==> config.mk <==
export PLATFORM = sky130hd
export DESIGN_NAME = imm_ctrl
export DESIGN_NICKNAME = d
export VERILOG_FILES = /design/src/rtl/imm_ctrl_pkg.sv /design/src/rtl/signex6.sv /design/src/rtl/signex9.sv /design/src/rtl/imm_ctrl.sv
export SDC_FILE = /design/constraint.sdc
export NUM_CORES = 1
export LEC_CHECK = 0
export BUFFER_PORTS_ARGS = -buffer_cell sky130_fd_sc_hd__buf_4
export CAP_MARGIN = 40
export CORE_ASPECT_RATIO = 0.6
export CORE_UTILIZATION = 42
export DETAILED_ROUTE_END_ITERATION = 8
export HOLD_SLACK_MARGIN = 0.1
export PLACE_DENSITY = 0.74
export SETUP_SLACK_MARGIN = 0.5
export SLEW_MARGIN = 20
export SYNTH_ARGS = -nofsm -noshare
export SYNTH_HDL_FRONTEND = slang
export SYNTH_SLANG_ARGS = --single-unit
==> constraint.sdc <==
create_clock -name clk -period 1.45 [get_ports clk]
set_input_delay 0.29 -clock clk [delete_from_list [all_inputs] [get_ports clk]]
set_output_delay 0.29 -clock clk [all_outputs]
set_load 0.01 [all_outputs]
==> src/rtl/imm_ctrl_pkg.sv <==
// Shared constants for the immediate-operand controller: data widths,
// decoded opcodes and the out_kind encoding seen by execute.
package imm_ctrl_pkg;

  localparam int DATASIZE    = 16;
  localparam int EXTEND9SIZE = 9;
  localparam int EXTEND6SIZE = 6;

  localparam logic [3:0] OP_I6  = 4'h1;
  localparam logic [3:0] OP_I9  = 4'h8;
  localparam logic [3:0] OP_LHI = 4'h3;
  localparam logic [3:0] OP_LIW = 4'hF;

  typedef enum logic [1:0] {
    IMM_NONE = 2'd0,
    IMM_SEXT = 2'd1,
    IMM_LHI  = 2'd2,
    IMM_WIDE = 2'd3
  } imm_kind_e;

endpackage

==> src/rtl/signex6.sv <==
// 6-bit to datapath-width sign extender.
module signex6
  import imm_ctrl_pkg::*;
(
  input  logic [EXTEND6SIZE-1:0] in_val,
  output logic [DATASIZE-1:0]    out_val
);

  assign out_val = {{(DATASIZE-EXTEND6SIZE){in_val[EXTEND6SIZE-1]}}, in_val};

endmodule

==> src/rtl/signex9.sv <==
// 9-bit to datapath-width sign extender.
module signex9
  import imm_ctrl_pkg::*;
(
  input  logic [EXTEND9SIZE-1:0] in_val,
  output logic [DATASIZE-1:0]    out_val
);

  assign out_val = {{(DATASIZE-EXTEND9SIZE){in_val[EXTEND9SIZE-1]}}, in_val};

endmodule

==> src/rtl/imm_ctrl.sv <==
// Immediate-operand controller: decodes each fetched word into one registered
// immediate for execute, sequencing the two-word load-immediate-wide form.
module imm_ctrl
  import imm_ctrl_pkg::*;
(
  input  logic                clk,
  input  logic                rst,
  input  logic                flush,
  input  logic                in_valid,
  output logic                in_ready,
  input  logic [DATASIZE-1:0] in_instr,
  output logic                out_valid,
  input  logic                out_ready,
  output logic [DATASIZE-1:0] out_imm,
  output logic [1:0]          out_kind,
  output logic                busy
);

  typedef enum logic {
    IDLE     = 1'b0,
    LIW_WAIT = 1'b1
  } state_e;

  state_e              state_q, state_d;
  logic                out_valid_q, out_valid_d;
  logic [DATASIZE-1:0] out_imm_q, out_imm_d;
  imm_kind_e           out_kind_q, out_kind_d;

  logic [DATASIZE-1:0] sext9, sext6, lhi_imm;
  logic                xfer_in, xfer_out;

  signex9 u_signex9 (
    .in_val  (in_instr[EXTEND9SIZE-1:0]),
    .out_val (sext9)
  );

  signex6 u_signex6 (
    .in_val  (in_instr[EXTEND6SIZE-1:0]),
    .out_val (sext6)
  );

  assign lhi_imm  = {in_instr[EXTEND9SIZE-1:0], {(DATASIZE-EXTEND9SIZE){1'b0}}};
  assign in_ready = !flush && (!out_valid_q || out_ready);
  assign xfer_in  = in_valid && in_ready;
  assign xfer_out = out_valid_q && out_ready;

  always_comb begin
    state_d     = state_q;
    out_valid_d = out_valid_q;
    out_imm_d   = out_imm_q;
    out_kind_d  = out_kind_q;

    if (flush) begin
      // Stale immediate/kind are deliberately left in place; only valid drops.
      state_d     = IDLE;
      out_valid_d = 1'b0;
    end else begin
      if (xfer_out) out_valid_d = 1'b0;
      if (xfer_in) begin
        unique case (state_q)
          IDLE: begin
            out_valid_d = 1'b1;
            case (in_instr[15:12])
              OP_I6: begin
                out_imm_d  = sext6;
                out_kind_d = IMM_SEXT;
              end
              OP_I9: begin
                out_imm_d  = sext9;
                out_kind_d = IMM_SEXT;
              end
              OP_LHI: begin
                out_imm_d  = lhi_imm;
                out_kind_d = IMM_LHI;
              end
              OP_LIW: begin
                // Opcode word yields nothing; the literal follows.
                out_valid_d = 1'b0;
                state_d     = LIW_WAIT;
              end
              default: begin
                out_imm_d  = '0;
                out_kind_d = IMM_NONE;
              end
            endcase
          end
          LIW_WAIT: begin
            out_imm_d   = in_instr;
            out_kind_d  = IMM_WIDE;
            out_valid_d = 1'b1;
            state_d     = IDLE;
          end
          default: state_d = IDLE;
        endcase
      end
    end
  end

  always_ff @(posedge clk or posedge rst) begin
    if (rst) begin
      state_q     <= IDLE;
      out_valid_q <= 1'b0;
      out_imm_q   <= '0;
      out_kind_q  <= IMM_NONE;
    end else begin
      state_q     <= state_d;
      out_valid_q <= out_valid_d;
      out_imm_q   <= out_imm_d;
      out_kind_q  <= out_kind_d;
    end
  end

  assign out_valid = out_valid_q;
  assign out_imm   = out_imm_q;
  assign out_kind  = out_kind_q;
  assign busy      = (state_q == LIW_WAIT);

endmodule

After elaboration in Yosys (flattened, before gate mapping) --
Index checks and enable logic that the tools add are counted.
Storage, ports and cells: bits in registers 20, input port bits 21, output and inout bits 21, word-level logic and storage cells 34
Cells by class: equal/unequal tests 5, muxes and demuxes 13, bitwise operators 2, reductions and logical operators 10
Operators by type and width (number):
- $pmux W16 S4 | 1
- $pmux W16 S2 | 1
- $eq A4 B4 Y1 const B | 2
- $mux W1 | 7
- $pmux W2 S3 | 1
- $eq A4 B1 Y1 const B | 1
- $eq A4 B2 Y1 const B | 1
- $pmux W1 S2 | 2
- $pmux W2 S2 | 1
- $logic_and A1 B1 Y1 | 3
- $reduce_and A3 Y1 | 1
- $reduce_bool A3 Y1 | 1
- $logic_not A1 Y1 | 2
- $ne A2 B2 Y1 const B | 1
- $not A1 Y1 | 2
- $reduce_bool A2 Y1 | 1
- $reduce_or A2 Y1 | 1
- $logic_or A1 B1 Y1 | 1

Longest topological paths before layout --
depth after elaboration 6, mapped depth 5, mapped depth without buffers 4

By module --
From an unflattened synthesis, not the netlist that was laid out.
Second synthesis, totals: cells, all modules 164, area total of the unflattened synthesis 1561.5 µm²
Modules (own cells, without submodules):
- imm_ctrl | instances 1, cells an instance 132, area an instance 1321.3 µm², seq. area each 500.5 µm²
- signex6 | instances 1, cells an instance 16, area an instance 120.1 µm², seq. area each 0.0 µm²
- signex9 | instances 1, cells an instance 16, area an instance 120.1 µm², seq. area each 0.0 µm²

Worst setup path after synthesis --
No wires, ideal clock.
path kind register to register, from register out_valid_q, in the netlist out_valid, to register out_imm_q[6], in the netlist out_imm[6], setup time 79 ps, arrival time 1344 ps, data required time 1371 ps, setup slack 27 ps, cell stages (with the launch flop) 6, path buffers 1, clock period less this slack 1423 ps, path through dfrtp_1 > nor2b_1 > nor3b_4 > nor2b_4 > buf_6 > mux2i_1
Between the ends: cells in the longest elaborated chain, start to end 5
Ends and longest elaborated chain:
- start, declared | RTL line imm_ctrl.sv:25 | logic out_valid_q, out_valid_d;
- start signal, assigned | RTL line imm_ctrl.sv:107 | out_valid_q <= out_valid_d;
- $logic_not A1 Y1 | RTL line imm_ctrl.sv:43 | assign in_ready = !flush && (!out_valid_q || out_ready);
- $logic_or A1 B1 Y1 | RTL line imm_ctrl.sv:43
- $logic_and A1 B1 Y1 | RTL line imm_ctrl.sv:43
- $logic_and A1 B1 Y1 | RTL line imm_ctrl.sv:44 | assign xfer_in = in_valid && in_ready;
- $reduce_and A3 Y1 (no source line)
- end signal, assigned | RTL line imm_ctrl.sv:108 | out_imm_q <= out_imm_d;
- end, declared | RTL line imm_ctrl.sv:26 | logic [DATASIZE-1:0] out_imm_q, out_imm_d;
No other way between the ends. A chain may end at the register's enable or synchronous reset.

Worst setup path after layout --
from register out_valid_q, in the netlist out_valid, to register out_imm_q[3], in the netlist out_imm[3]
Same word-level chain as after synthesis.

==> results.md <==
- Status: finished, final reports clean
- Worst Path Arrival: 1.50 ns
- Post-synth top area cell: dfrtp_1
- Post-synthesis sequential area ratio: a little under half
- Reg-to-reg endpoint: out_imm[3]
- WHS: 0.2412 ns
- WL/cell: between 15 and 20 um
- # DRC: 0
- First-iteration detailed-routing DRC count: 55
- Die area: about 2700 sq um
- Setup TNS: 0 ns
- Sequential share of power: 40.6%
- Setup Skew: 0.001498 ns
- Vias in the first global route: between 900 and 1000
- Worst Hold End: out_valid
- CTS max path bufs: 2
- Core Area: 2261 sq um
- Crit. End Element: flip-flop
- Worst Tran Pin Value: about 0.40 ns
- Area grow syn2layout: 63.84%
- Via-per-instance ratio: 5.675
- TritonCTS clock tree: built
- Clock tree sinks: 20
- Hpwl dp: 2071 um
- Top_reg_cell synth: dfrtp_1
- NetSw: 0.3679 mW
- Seq cells post-synth: 20
- Synth warn: 0
- Sw Ratio: 24.43%
- Crit-path cells: nor2b_4 -> nor3b_4 -> buf_6 -> o21ai_4 -> a22o_1
- Net Count, Synth: 123
- Power density cells: 876.8 nW/um^2
- First-pass GRT wire length: around 4500 um
- Worst Path Required: around 1.6 ns
- Area share of the largest cell type after synthesis: a little under half
- CP peak stage delay: 0.39 ns
- Final Max Slew Viols: 0
- Number of flops mapped to enable cells by yosys: 0
- Top-count cell post-synth: dfrtp_1
- CP Class: reg2reg
- Synth area leaders: dfrtp_1 48%, o221ai_1 7.5%, a21oi_1 5.7%
- Row count: 13
- CTS root buffer: clkbuf_8
- Mapped Area: 1049 sq um
- Cell variety after synth: 30
- Diodes inserted: 0
- Endpoints failing hold: 0
- Clk slew on worst S/H paths: 0.08 ns
- GR Overflow Total: 0
- Achievable clock frequency: roughly 0.74 GHz
- First-pass detailed-route iteration total: 4
- Synth top cells by count: 20 x dfrtp_1, 12 x a21oi_1, 12 x inv_1, 9 x nand3_1, 9 x o221ai_1
- Nets: roughly 180
- ANT nets after route: 0
- FF-to-FF Start: out_valid
- Max-slew headroom: 73.02%
- Logic pwr share: a little over a fifth
- Chip height: ~40 um
- Internal reg-to-reg setup slack: 0.10 ns
- RSZ-0062 raised after global routing: yes
- Routability cong.: 0.8617
- Placed inst area: roughly 1400 sq um
- Worst-Skew Late Latency: 0.26 ns
- Max Cap Viol: 0
- GRT Util Overall: 23.79%
- CP top delay family: flip-flops
- Cells on worst reg2reg path: 5
- Static power due to leakage: 0.7897 nW
- CTS Buf Count: 3
- Drt total wl: 3174 um
- Final setup violation count: 0
- Worst path slowest cell: dfrtp_1
- Worst vdd ir: 0.7645 mV
- Die width: 66.51 um
- Largest net degree at the start of global routing: 21
- Hold_sp: flush
- IO Port Bufs: 41
- Share of cells above drive strength 1: 46.58%
- CTS H-tree lvls: 1
- Hold WC Path Type: in2reg
- I/O pin cnt: 42
- Post-Syn Instances: 102
- Cell area after layout: 1718 sq um
- Tot Pwr: 1.506 mW
- Final cycle utilization of the critical path: 92.98%
- Vias: between 1000 and 1500
- Maximum fanout along the worst path: 8
- Final min period: 1.348 ns
- Setup crit start kind: flip-flop
- Pint: 1.138 mW
- Mean Syn Cell Area: 10.28 sq um
- Hold Path Depth: 2
- Ys async rst share: 100.0%
- Buffer and inverter count on the worst path: 1
- Clock power frac: 37.7%
- Antenna violations before repair: 0
- Initial Util: 46.38%
power groups by stage:
stage                     Combinational, mW  Sequential, mW  Clock [mW]
after global placement                0.248           0.616           0
after global routing                  0.349           0.615       0.590
final                                 0.326           0.612       0.568
after floorplan                       0.103           0.630           0
after CTS                             0.300           0.611       0.571
after detailed placement              0.253           0.619           0
sequential cells by signal (all words and copies together), names as in the netlist:
signal	flops
busy	1
out_valid	1
out_imm	16
out_kind	2
worst reg2reg max path, cell delays in order, from the launching register on:
cell and delay (ns):
dfrtp_1 0.39, nor2b_4 0.14, nor3b_4 0.20, buf_6 0.18
o21ai_4 0.11, a22o_1 0.23
through the flow:
step / setup slack, ns / util, % / cells
floorplan: 0.03957 / - / 102
global placement: 0.07380 / 62.59 / 174
detailed placement: 0.01203 / 62.59 / 174
CTS: 0.1323 / 72.66 / 185
global route: 0.05439 / 75.98 / 191
finish: 0.1017 / 75.98 / 191
how the worst max path moves through the flow:
| stage | endpoint | slack (ns) | cells after the start | from |
|---|---|---|---|---|
| 6_report | out_imm[3] | 0.10 | 5 | out_valid |
| 2_1_floorplan | out_imm[6] | 0.04 | 5 | out_valid |
| 3_5_place_dp | out_imm[3] | 0.01 | 5 | out_valid |
| 4_1_cts | out_imm[3] | 0.13 | 5 | out_valid |
| 5_1_grt | out_imm[3] | 0.05 | 5 | out_valid |
| 3_3_place_gp | out_imm[0] | 0.07 | 5 | out_valid |
per-layer routing:
| metal | wire (um) | track usage, % |
|---|---|---|
| met1 | 1374 | 32.82 |
| met5 | 0 | 0 |
| met2 | 1514 | 36.99 |
| met3 | 264 | 5.278 |
| met4 | 21 | 9.574 |
cell families after synthesis:
family	after synthesis	share of synthesized area [%]
AO/OA/AOI/OAI	35	23.51
AND/OR/NAND/NOR	29	20.29
flip-flops	20	47.73
buffers and inverters	16	6.563
multiplexers	2	1.909
area by class of cell:
type                            count  area, sq um
Clock inverter                      1        30.03
Fill cell                         163        543.0
Inverter                           12        45.04
Clock buffer                        3        41.29
Sequential cell                    20        501.7
Tap cell                           30        37.54
Timing Repair Buffer               58        536.8
Multi-Input combinational cell     67        525.5
placed cells by master (no fill, tap or decap), drive strengths merged, types with 4 or more instances in the layout:
master and n:
o221ai 9, dfrtp 20, nand3 11, nor2 4, a21oi 13, inv 12
a22o 6, o21ai 4, nand2b 4, buf 57
repair_timing:
item	in CTS	in global routing
gates resized for setup	23	6
pin swaps	2	1
endpoints found under the hold margin	20	0
buffers inserted	6	5
hold buffers	1	0
setup endpoints to repair	41	41
cloned	0	1
(Power assumes the default switching activity.)
